[config.mk]
export PLATFORM = sky130hd
export DESIGN_NAME = sys_ctrl_cmd_engine
export DESIGN_NICKNAME = d
export VERILOG_FILES = /design/src/rtl/sys_ctrl_cmd_engine.sv
export SDC_FILE = /design/constraint.sdc
export NUM_CORES = 1
export LEC_CHECK = 0
export ABC_CLOCK_PERIOD_IN_PS = 4100
export CORE_MARGIN = 1.5
export CORE_UTILIZATION = 40
export DETAILED_ROUTE_END_ITERATION = 8
export HOLD_SLACK_MARGIN = 0.06
export PLACE_DENSITY = 0.69
export SLEW_MARGIN = 0
export SYNTH_ARGS = -nofsm -noshare
export SYNTH_HDL_FRONTEND = slang
export SYNTH_SLANG_ARGS = --single-unit
export TNS_END_PERCENT = 20
[constraint.sdc]
create_clock -name CLK -period 4.1 [get_ports CLK]
set_input_delay 1.025 -clock CLK [delete_from_list [all_inputs] [get_ports CLK]]
set_output_delay 1.025 -clock CLK [all_outputs]
set_load 0.05 [all_outputs]
[src/rtl/sys_ctrl_cmd_engine.sv]
// UART command decoder: turns framed command bytes into RF writes/reads and ALU
// operations, and returns results through a valid/ready byte channel.
module sys_ctrl_cmd_engine #(
  parameter int DATA_WIDTH     = 8,
  parameter int ADDR_WIDTH     = 4,
  parameter int ALU_FUN_WIDTH  = 4,
  parameter int OPA_ADDR       = 0,
  parameter int OPB_ADDR       = 1,
  parameter int TIMEOUT_CYCLES = 255
) (
  input  logic                      CLK,
  input  logic                      RST,
  input  logic [DATA_WIDTH-1:0]     UART_RX_DATA,
  input  logic                      UART_RX_VLD,
  input  logic [DATA_WIDTH-1:0]     RF_RdData,
  input  logic                      RF_RdData_Valid,
  input  logic [2*DATA_WIDTH-1:0]   ALU_OUT,
  input  logic                      ALU_OUT_VLD,
  input  logic                      TX_RDY,
  output logic                      ALU_EN,
  output logic [ALU_FUN_WIDTH-1:0]  ALU_FUN,
  output logic                      CLKG_EN,
  output logic                      CLK_DIV_EN,
  output logic [ADDR_WIDTH-1:0]     RF_Address,
  output logic                      RF_WrEn,
  output logic                      RF_RdEn,
  output logic [DATA_WIDTH-1:0]     RF_WrData,
  output logic [DATA_WIDTH-1:0]     TX_DATA,
  output logic                      TX_VLD,
  output logic                      CMD_ERR,
  output logic                      BUSY
);

  localparam int CNT_W = (TIMEOUT_CYCLES > 0) ? $clog2(TIMEOUT_CYCLES + 1) : 1;
  localparam logic [CNT_W-1:0] TO_LAST =
    (TIMEOUT_CYCLES > 0) ? CNT_W'(TIMEOUT_CYCLES - 1) : '0;

  localparam logic [DATA_WIDTH-1:0] OPC_WR    = DATA_WIDTH'(8'hAA);
  localparam logic [DATA_WIDTH-1:0] OPC_RD    = DATA_WIDTH'(8'hBB);
  localparam logic [DATA_WIDTH-1:0] OPC_ALU   = DATA_WIDTH'(8'hCC);
  localparam logic [DATA_WIDTH-1:0] OPC_ALUNO = DATA_WIDTH'(8'hDD);
  localparam logic [DATA_WIDTH-1:0] OPC_BURST = DATA_WIDTH'(8'hEE);

  typedef enum logic [3:0] {
    IDLE, WR_ADDR, WR_DATA, RD_ADDR, RD_WAIT, OP_A, OP_B, ALU_FUNC,
    ALU_WAIT, BW_ADDR, BW_LEN, BW_DATA, TX_RF, TX_LO, TX_HI
  } state_t;

  state_t                    state_reg, state_next;
  logic [ADDR_WIDTH-1:0]     addr_reg;
  logic [DATA_WIDTH-1:0]     len_reg;
  logic [2*DATA_WIDTH-1:0]   result_reg;
  logic [CNT_W-1:0]          cnt_reg;
  logic                      cmd_err_reg;
  logic                      tx_vld_reg;

  logic rx_state, cnt_state, byte_accept, rd_done, alu_done, progress;
  logic tx_fire, timeout_hit, illegal_op;

  always_comb begin
    rx_state  = 1'b0;
    cnt_state = 1'b1;
    case (state_reg)
      WR_ADDR, WR_DATA, RD_ADDR, OP_A, OP_B, ALU_FUNC,
      BW_ADDR, BW_LEN, BW_DATA: rx_state = 1'b1;
      IDLE, TX_RF, TX_LO, TX_HI: cnt_state = 1'b0;
      default: ;
    endcase
  end

  assign byte_accept = UART_RX_VLD && rx_state;
  assign rd_done     = (state_reg == RD_WAIT) && RF_RdData_Valid;
  assign alu_done    = (state_reg == ALU_WAIT) && ALU_OUT_VLD;
  assign progress    = byte_accept || rd_done || alu_done;
  assign tx_fire     = tx_vld_reg && TX_RDY;
  // Any forward progress in the expiring cycle beats the timeout.
  assign timeout_hit = (TIMEOUT_CYCLES != 0) && cnt_state &&
                       (cnt_reg == TO_LAST) && !progress;

  always_ff @(posedge CLK or negedge RST) begin
    if (!RST) state_reg <= IDLE;
    else      state_reg <= state_next;
  end

  always_comb begin
    state_next = state_reg;
    illegal_op = 1'b0;
    case (state_reg)
      IDLE: if (UART_RX_VLD) begin
        case (UART_RX_DATA)
          OPC_WR:    state_next = WR_ADDR;
          OPC_RD:    state_next = RD_ADDR;
          OPC_ALU:   state_next = OP_A;
          OPC_ALUNO: state_next = ALU_FUNC;
          OPC_BURST: state_next = BW_ADDR;
          default:   illegal_op = 1'b1;
        endcase
      end
      WR_ADDR:  if (UART_RX_VLD) state_next = WR_DATA;
      WR_DATA:  if (UART_RX_VLD) state_next = IDLE;
      RD_ADDR:  if (UART_RX_VLD) state_next = RD_WAIT;
      RD_WAIT:  if (RF_RdData_Valid) state_next = TX_RF;
      OP_A:     if (UART_RX_VLD) state_next = OP_B;
      OP_B:     if (UART_RX_VLD) state_next = ALU_FUNC;
      ALU_FUNC: if (UART_RX_VLD) state_next = ALU_WAIT;
      ALU_WAIT: if (ALU_OUT_VLD) state_next = TX_LO;
      BW_ADDR:  if (UART_RX_VLD) state_next = BW_LEN;
      BW_LEN:   if (UART_RX_VLD)
                  state_next = (UART_RX_DATA == '0) ? IDLE : BW_DATA;
      BW_DATA:  if (UART_RX_VLD && len_reg == DATA_WIDTH'(1)) state_next = IDLE;
      TX_RF:    if (tx_fire) state_next = IDLE;
      TX_LO:    if (tx_fire) state_next = TX_HI;
      TX_HI:    if (tx_fire) state_next = IDLE;
      default:  state_next = IDLE;
    endcase
    if (timeout_hit) state_next = IDLE;
  end

  always_comb begin
    ALU_EN     = 1'b0;
    ALU_FUN    = '0;
    CLKG_EN    = 1'b0;
    RF_Address = '0;
    RF_WrEn    = 1'b0;
    RF_RdEn    = 1'b0;
    RF_WrData  = '0;
    TX_DATA    = '0;
    case (state_reg)
      WR_DATA, BW_DATA: if (UART_RX_VLD) begin
        RF_WrEn    = 1'b1;
        RF_Address = addr_reg;
        RF_WrData  = UART_RX_DATA;
      end
      OP_A: if (UART_RX_VLD) begin
        RF_WrEn    = 1'b1;
        RF_Address = ADDR_WIDTH'(OPA_ADDR);
        RF_WrData  = UART_RX_DATA;
      end
      OP_B: if (UART_RX_VLD) begin
        RF_WrEn    = 1'b1;
        RF_Address = ADDR_WIDTH'(OPB_ADDR);
        RF_WrData  = UART_RX_DATA;
      end
      RD_WAIT: begin
        RF_RdEn    = 1'b1;
        RF_Address = addr_reg;
      end
      ALU_FUNC: begin
        CLKG_EN = 1'b1;
        if (UART_RX_VLD) begin
          ALU_EN  = 1'b1;
          ALU_FUN = UART_RX_DATA[ALU_FUN_WIDTH-1:0];
        end
      end
      ALU_WAIT:     CLKG_EN = 1'b1;
      TX_RF, TX_LO: TX_DATA = result_reg[DATA_WIDTH-1:0];
      TX_HI:        TX_DATA = result_reg[2*DATA_WIDTH-1:DATA_WIDTH];
      default: ;
    endcase
  end

  assign TX_VLD     = tx_vld_reg;
  assign CMD_ERR    = cmd_err_reg;
  assign BUSY       = (state_reg != IDLE);
  assign CLK_DIV_EN = 1'b1;

  always_ff @(posedge CLK or negedge RST) begin
    if (!RST) begin
      addr_reg    <= '0;
      len_reg     <= '0;
      result_reg  <= '0;
      cnt_reg     <= '0;
      cmd_err_reg <= 1'b0;
      tx_vld_reg  <= 1'b0;
    end else begin
      cmd_err_reg <= illegal_op || timeout_hit;
      tx_vld_reg  <= (state_next == TX_RF) || (state_next == TX_LO) ||
                     (state_next == TX_HI);
      if (!cnt_state || (state_next != state_reg) || byte_accept ||
          (TIMEOUT_CYCLES == 0))
        cnt_reg <= '0;
      else
        cnt_reg <= cnt_reg + 1'b1;
      case (state_reg)
        WR_ADDR, RD_ADDR, BW_ADDR:
          if (UART_RX_VLD) addr_reg <= UART_RX_DATA[ADDR_WIDTH-1:0];
        BW_LEN:
          if (UART_RX_VLD) len_reg <= UART_RX_DATA;
        // Burst address wraps naturally at the RF address width.
        BW_DATA: if (UART_RX_VLD) begin
          addr_reg <= addr_reg + 1'b1;
          len_reg  <= len_reg - 1'b1;
        end
        RD_WAIT:
          if (RF_RdData_Valid) result_reg <= {{DATA_WIDTH{1'b0}}, RF_RdData};
        ALU_WAIT:
          if (ALU_OUT_VLD) result_reg <= ALU_OUT;
        default: ;
      endcase
    end
  end

endmodule
======== Word level (Yosys, flattened, before mapping) ========
Cells that the tools add are included.
operators by class
  multiplexer cells ....................... 46
  reductions and logical operators ........ 33
  $add $sub $neg .......................... 3
  equal/unequal tests ..................... 30
operators with widths
  kind                                              count
  two-way mux 4 bit                                 21
  one-hot mux 4 bit (14 select lines)               1
  == test 8 bit, second input constant              6
  == test 4 bit, second input constant              10
  two-way mux 8 bit                                 5
  two-way mux 16 bit                                2
  one-hot mux 16 bit (2 select lines)               1
  one-hot mux 8 bit (2 select lines)                2
  one-hot mux 4 bit (5 select lines)                1
  == test 4 x 3 -> 1 bit, second input constant     4
  one-hot mux 4 bit (3 select lines)                1
  two-way mux 1 bit                                 11
  inequality test 2 bit, second input constant      5
  AND reduction 3 bit                               3
  OR reduction 9 bit                                1
  adder 8 x 1 -> 8 bit, second input constant       1
  == test 4 x 2 -> 1 bit, second input constant     2
  == test 8 x 1 -> 1 bit, second input constant     1
  zero test 8 bit                                   1
  one-hot mux 4 bit (2 select lines)                1
  OR reduction 2 bit                                4
  OR reduction 4 bit                                2
  subtractor 8 x 1 -> 8 bit, second input constant  1
  logical AND 1 bit                                 7
  10 further kinds                                  18
word-level totals
  output and inout bits ................... 32
  input bits .............................. 38
  register bits ........................... 42

======== Depth between registers and ports, before layout ========
  word-level depth ........................ 13
  gate-level depth with buffers ........... 9

======== Worst setup path after synthesis ========
Ideal clock, no wire load.
  path kind ............................... input -> output
  start ................................... input UART_RX_VLD
  end ..................................... output ALU_FUN[0]
  required time ........................... 3.075 ns
  cell stages on the path ................. 4
  data arrival time ....................... 3.216 ns
  slack ................................... -0.141 ns
  path buffers ............................ 1
  path through ............................ clkbuf_1 -> inv_1 -> nor3_1 -> and2_1
between the ends
  longest elaborated chain between the ends .. 2
RTL lines
  item               RTL line  text
  start, declared    14        input logic UART_RX_VLD,
  two-way mux 4 bit  150       if (UART_RX_VLD) begin
  two-way mux 4 bit  128       case (state_reg)
  end, declared      21        output logic [ALU_FUN_WIDTH-1:0] ALU_FUN,
Every way passes these cells.

======== Worst setup path after layout ========
  start ................................... input UART_RX_VLD
  end ..................................... output RF_Address[0]
between the ends
  longest elaborated chain between the ends .. 2
  elaborated cells between the ends (all ways) .. 3
  those cells by class .................... 3 x mux
RTL lines
  item                                                           RTL line  text
  two-way mux 1 bit / two-way mux 4 bit (equally long branches)  139, 129
  one-hot mux 4 bit (3 select lines) (*)                         128
  end, declared                                                  24        output logic [ADDR_WIDTH-1:0] RF_Address,
Mark *: on every way between the ends. The rest lies on a longest branch, timed or not.

==> out/qor.yml <==
worst_setup_path:
  crit_path_max_fanout: 8
  worst-path-buf-inv: 3
  cp-start-kind: "primary input"
  critPathKind: "primary input to primary output"
  cp-end-kind: "primary output"
  path_cells: "clkdlybuf4s50_1 -> nor2b_1 -> nand3_1 -> o32ai_1 -> buf_4 -> buf_12"
  cpMaxStageDelayCell: "clkdlybuf4s50_1"
  cp_data_required_time_ps: 3070
  slowest_delay_ps: 630
  path_delay_family: "buffers and inverters"
  crit_arrival_ps: 2620
cells_and_area:
  n_antenna_cell: 0
  nets: 482
  layout-drive-gt1-share_pct: 11.6
  multi_input_area_um2: 1780
  nFillCells: 679
  fin_area_um2: 4060
  synthToLayoutAreaGrowth_pct: 36.8
  largest_reg_flops: 16
  seqCellArea_um2: 1050
run_status:
  status: "finished, final reports clean"
cts:
  htreeDepth: 2
  cts_tree: "built"
  clk_root_buffer_cell: "clkbuf_8"
  numCtsBuffers: 5
  cts_resized: 0
  post_cts_buffers: 0
  ctsHoldBuffers: 0
  clk_pin_slew_ps: 90
  clock_latency_ps: 300
  clock_path_buffers: 2
  clkSinkCount: 42
power_and_ir_drop:
  p_int_mw: 1.27
  p_comb_share_pct: 61.1
  leakagePower_nw: 1.68
  vdd_ir_drop_max_v: 0.000237
  clockPowerShare_pct: 11.0
  p_switching_mw: 1.24
  seq_power_share_pct: 28.0
  p_sw_share_pct: 49.5
  p_per_area_nw_per_um2: 617
synth:
  async_flop_share_pct: 100
  syn_area_per_cell_um2: 8.07
  syn_area_um2: 2970
  synth-seq-area-share_pct: 35.4
  synth_flop_cell: "dfrtp_1"
  synthesis.nets: 411
  synth-seq-cells: 42
  yosysWarnings: 0
  syn_inst: 368
  ys_types: 56
  synth-edff-count: 0
grt:
  grt_pass1_wl_um: 13800
  antenna_found_initial: 0
  grtUsageTotal_pct: 22.3
  grt_pass1_vias: 2987
  grt_max_degree: 43
  grt_overflow: 0
timing:
  fin_crit_ps: 3650
  setup_viol: 0
  slew_violations: 0
  finClkSkew_ps: 10.4
  rsz0062_at_grt: "false"
  slew_headroom_pct: 36.2
  max_freq_ghz: 0.274
  tightest_slew_ps: 957
  hold_violations: 0
  setup_tns_ps: 0
  final.period_utilization_pct: 89.0
floorplan:
  io_pins: 70
  die-area_um2: 7950
  core_um2: 7210
  initial_utilization_pct: 41.2
  rows: 31
  die_width_um: 89.2
  die_h_um: 89.2
placement:
  dpl_cell_area_um2: 3980
  gp_congestion: 0.881
  hpwlAfterDp_um: 6130
  io_buffers: 68
flow_run:
  maxCapViolations: 0
route:
  antenna_left: 0
  wirelength_um: 8220
  drtIter0Drc: 324
  wl_per_cell_um: 15.2
  firstDrtPassIters: 5
  viasPerCell: 5.59
  num_vias: 3011
  route.detailed.drc: 0
worst_hold_path:
  hold_path.class: "flip-flop to flip-flop"
==> logic make-up (layout without fill, tap and decap cells) <==
| group | Yosys count | after routing | synth area share [%] |
|---|---|---|---|
| mux | 10 | 10 | 3.41 |
| other cells | 1 | 1 | 0.126 |
| simple gates | 183 | 183 | 31.6 |
| fa+ha+maj | 5 | 5 | 2.11 |
| xor+xnor | 8 | 8 | 2.36 |
| flops | 42 | 42 | 35.4 |
| buf+inv | 31 | 103 | 4.85 |
| compound gates | 88 | 88 | 20.1 |
==> worst reg2reg max path: stages (launching register included) <==
cell and delay [ps]:
dfrtp_1 570, buf_4 280, nor4_1 430, a21oi_1 100, and2b_1 270, and2_1 240
a221o_1 510, nor4_1 330
==> power by group through the flow <==
stage	registers, mW	logic [mW]	clock network (mW)
3_5_place_dp	0.706	1.53	0
6_report	0.701	1.53	0.275
4_1_cts	0.698	1.53	0.279
3_3_place_gp	0.699	1.50	0
5_1_grt	0.728	1.67	0.302
2_1_floorplan	0.660	1.08	0
==> synthesized netlist by cell type, types with 4 or more instances <==
cell type / count / area (um2)
mux2i_1: 9 / 90.1
clkbuf_1: 15 / 56.3
o22ai_1: 5 / 31.3
nand3b_1: 4 / 30.0
nand2_1: 46 / 173
nor4_1: 11 / 68.8
nor2b_1: 14 / 87.6
a31oi_1: 5 / 31.3
a21oi_1: 25 / 125
and2_1: 17 / 106
nor2_1: 40 / 150
nor4bb_1: 4 / 40.0
nand3_1: 22 / 110
o21ai_0: 22 / 110
dfrtp_1: 42 / 1050
nor3_1: 5 / 25.0
xor2_1: 5 / 43.8
inv_1: 10 / 37.5
ha_1: 5 / 62.6
==> routing by layer <==
metal / GRT usage [%] / vias to the layer above / share of wire [%]
met5: 0 / - / 0
met4: 7.55 / 0 / 1.3
met3: 4.34 / 12 / 7.0
met2: 38.7 / 126 / 50
met1: 27.6 / 1406 / 42
li1: - / 1467 / -
==> cells in the final DEF (no fill, tap or decap), types with 4 or more instances in the layout <==
| master | instances |
|---|---|
| nor4_1 | 11 |
| inv_1 | 10 |
| mux2i_1 | 9 |
| nand2_1 | 46 |
| buf_4 | 17 |
| clkbuf_8 | 5 |
| buf_12 | 18 |
| nand3_1 | 22 |
| a21oi_1 | 25 |
| a31oi_1 | 5 |
| dfrtp_1 | 42 |
| o21ai_0 | 22 |
| and2_1 | 17 |
| xor2_1 | 5 |
| nand3b_1 | 4 |
| nor2_1 | 40 |
| nor2b_1 | 14 |
| o22ai_1 | 5 |
| nor4bb_1 | 4 |
| nor3_1 | 4 |
| ha_1 | 5 |
| clkdlybuf4s50_1 | 49 |
==> stage by stage <==
stage / power, mW / worst slack (ps) / instances / util [%] / hold WS (ps)
final: 2.51 / 452 / 539 / 56.3 / 473
after detailed placement: 2.23 / 303 / 531 / 55.1 / 457
after floorplan: 1.74 / 269 / 368 / - / 439
after global placement: 2.20 / 375 / 531 / 55.1 / 450
after global routing: 2.70 / 361 / 539 / 56.3 / 520
after CTS: 2.51 / 432 / 539 / 56.3 / 477
==> final timing paths <==
kind / from / endpoint / slack (ps) / depth (start not counted)
setup reg to reg: state_reg[3]$_DFF_PN0_ / cnt_reg[1]$_DFF_PN0_ / 1290 / 7
hold / removal: result_reg[8]$_DFFE_PN0P_ / result_reg[8]$_DFFE_PN0P_ / 470 / 2
setup / recovery: UART_RX_VLD / RF_Address[0] / 450 / 6
max in group asynchronous: RST / len_reg[5]$_DFFE_PN0P_ / 2640 / 1
min in group asynchronous: RST / cnt_reg[7]$_DFF_PN0_ / 860 / 1
hold reg to reg: result_reg[8]$_DFFE_PN0P_ / result_reg[8]$_DFFE_PN0P_ / 470 / 2
==> layout make-up <==
type | count | share of cell area (%)
sequential | 42 | 25.9
clock buffer | 5 | 1.69
multi-input combinational | 295 | 43.8
clock inverter | 3 | 0.462
tap | 99 | 3.05
timing repair buffer | 85 | 24.2
inverter | 10 | 0.924
Power figures use the tool's default switching activity.
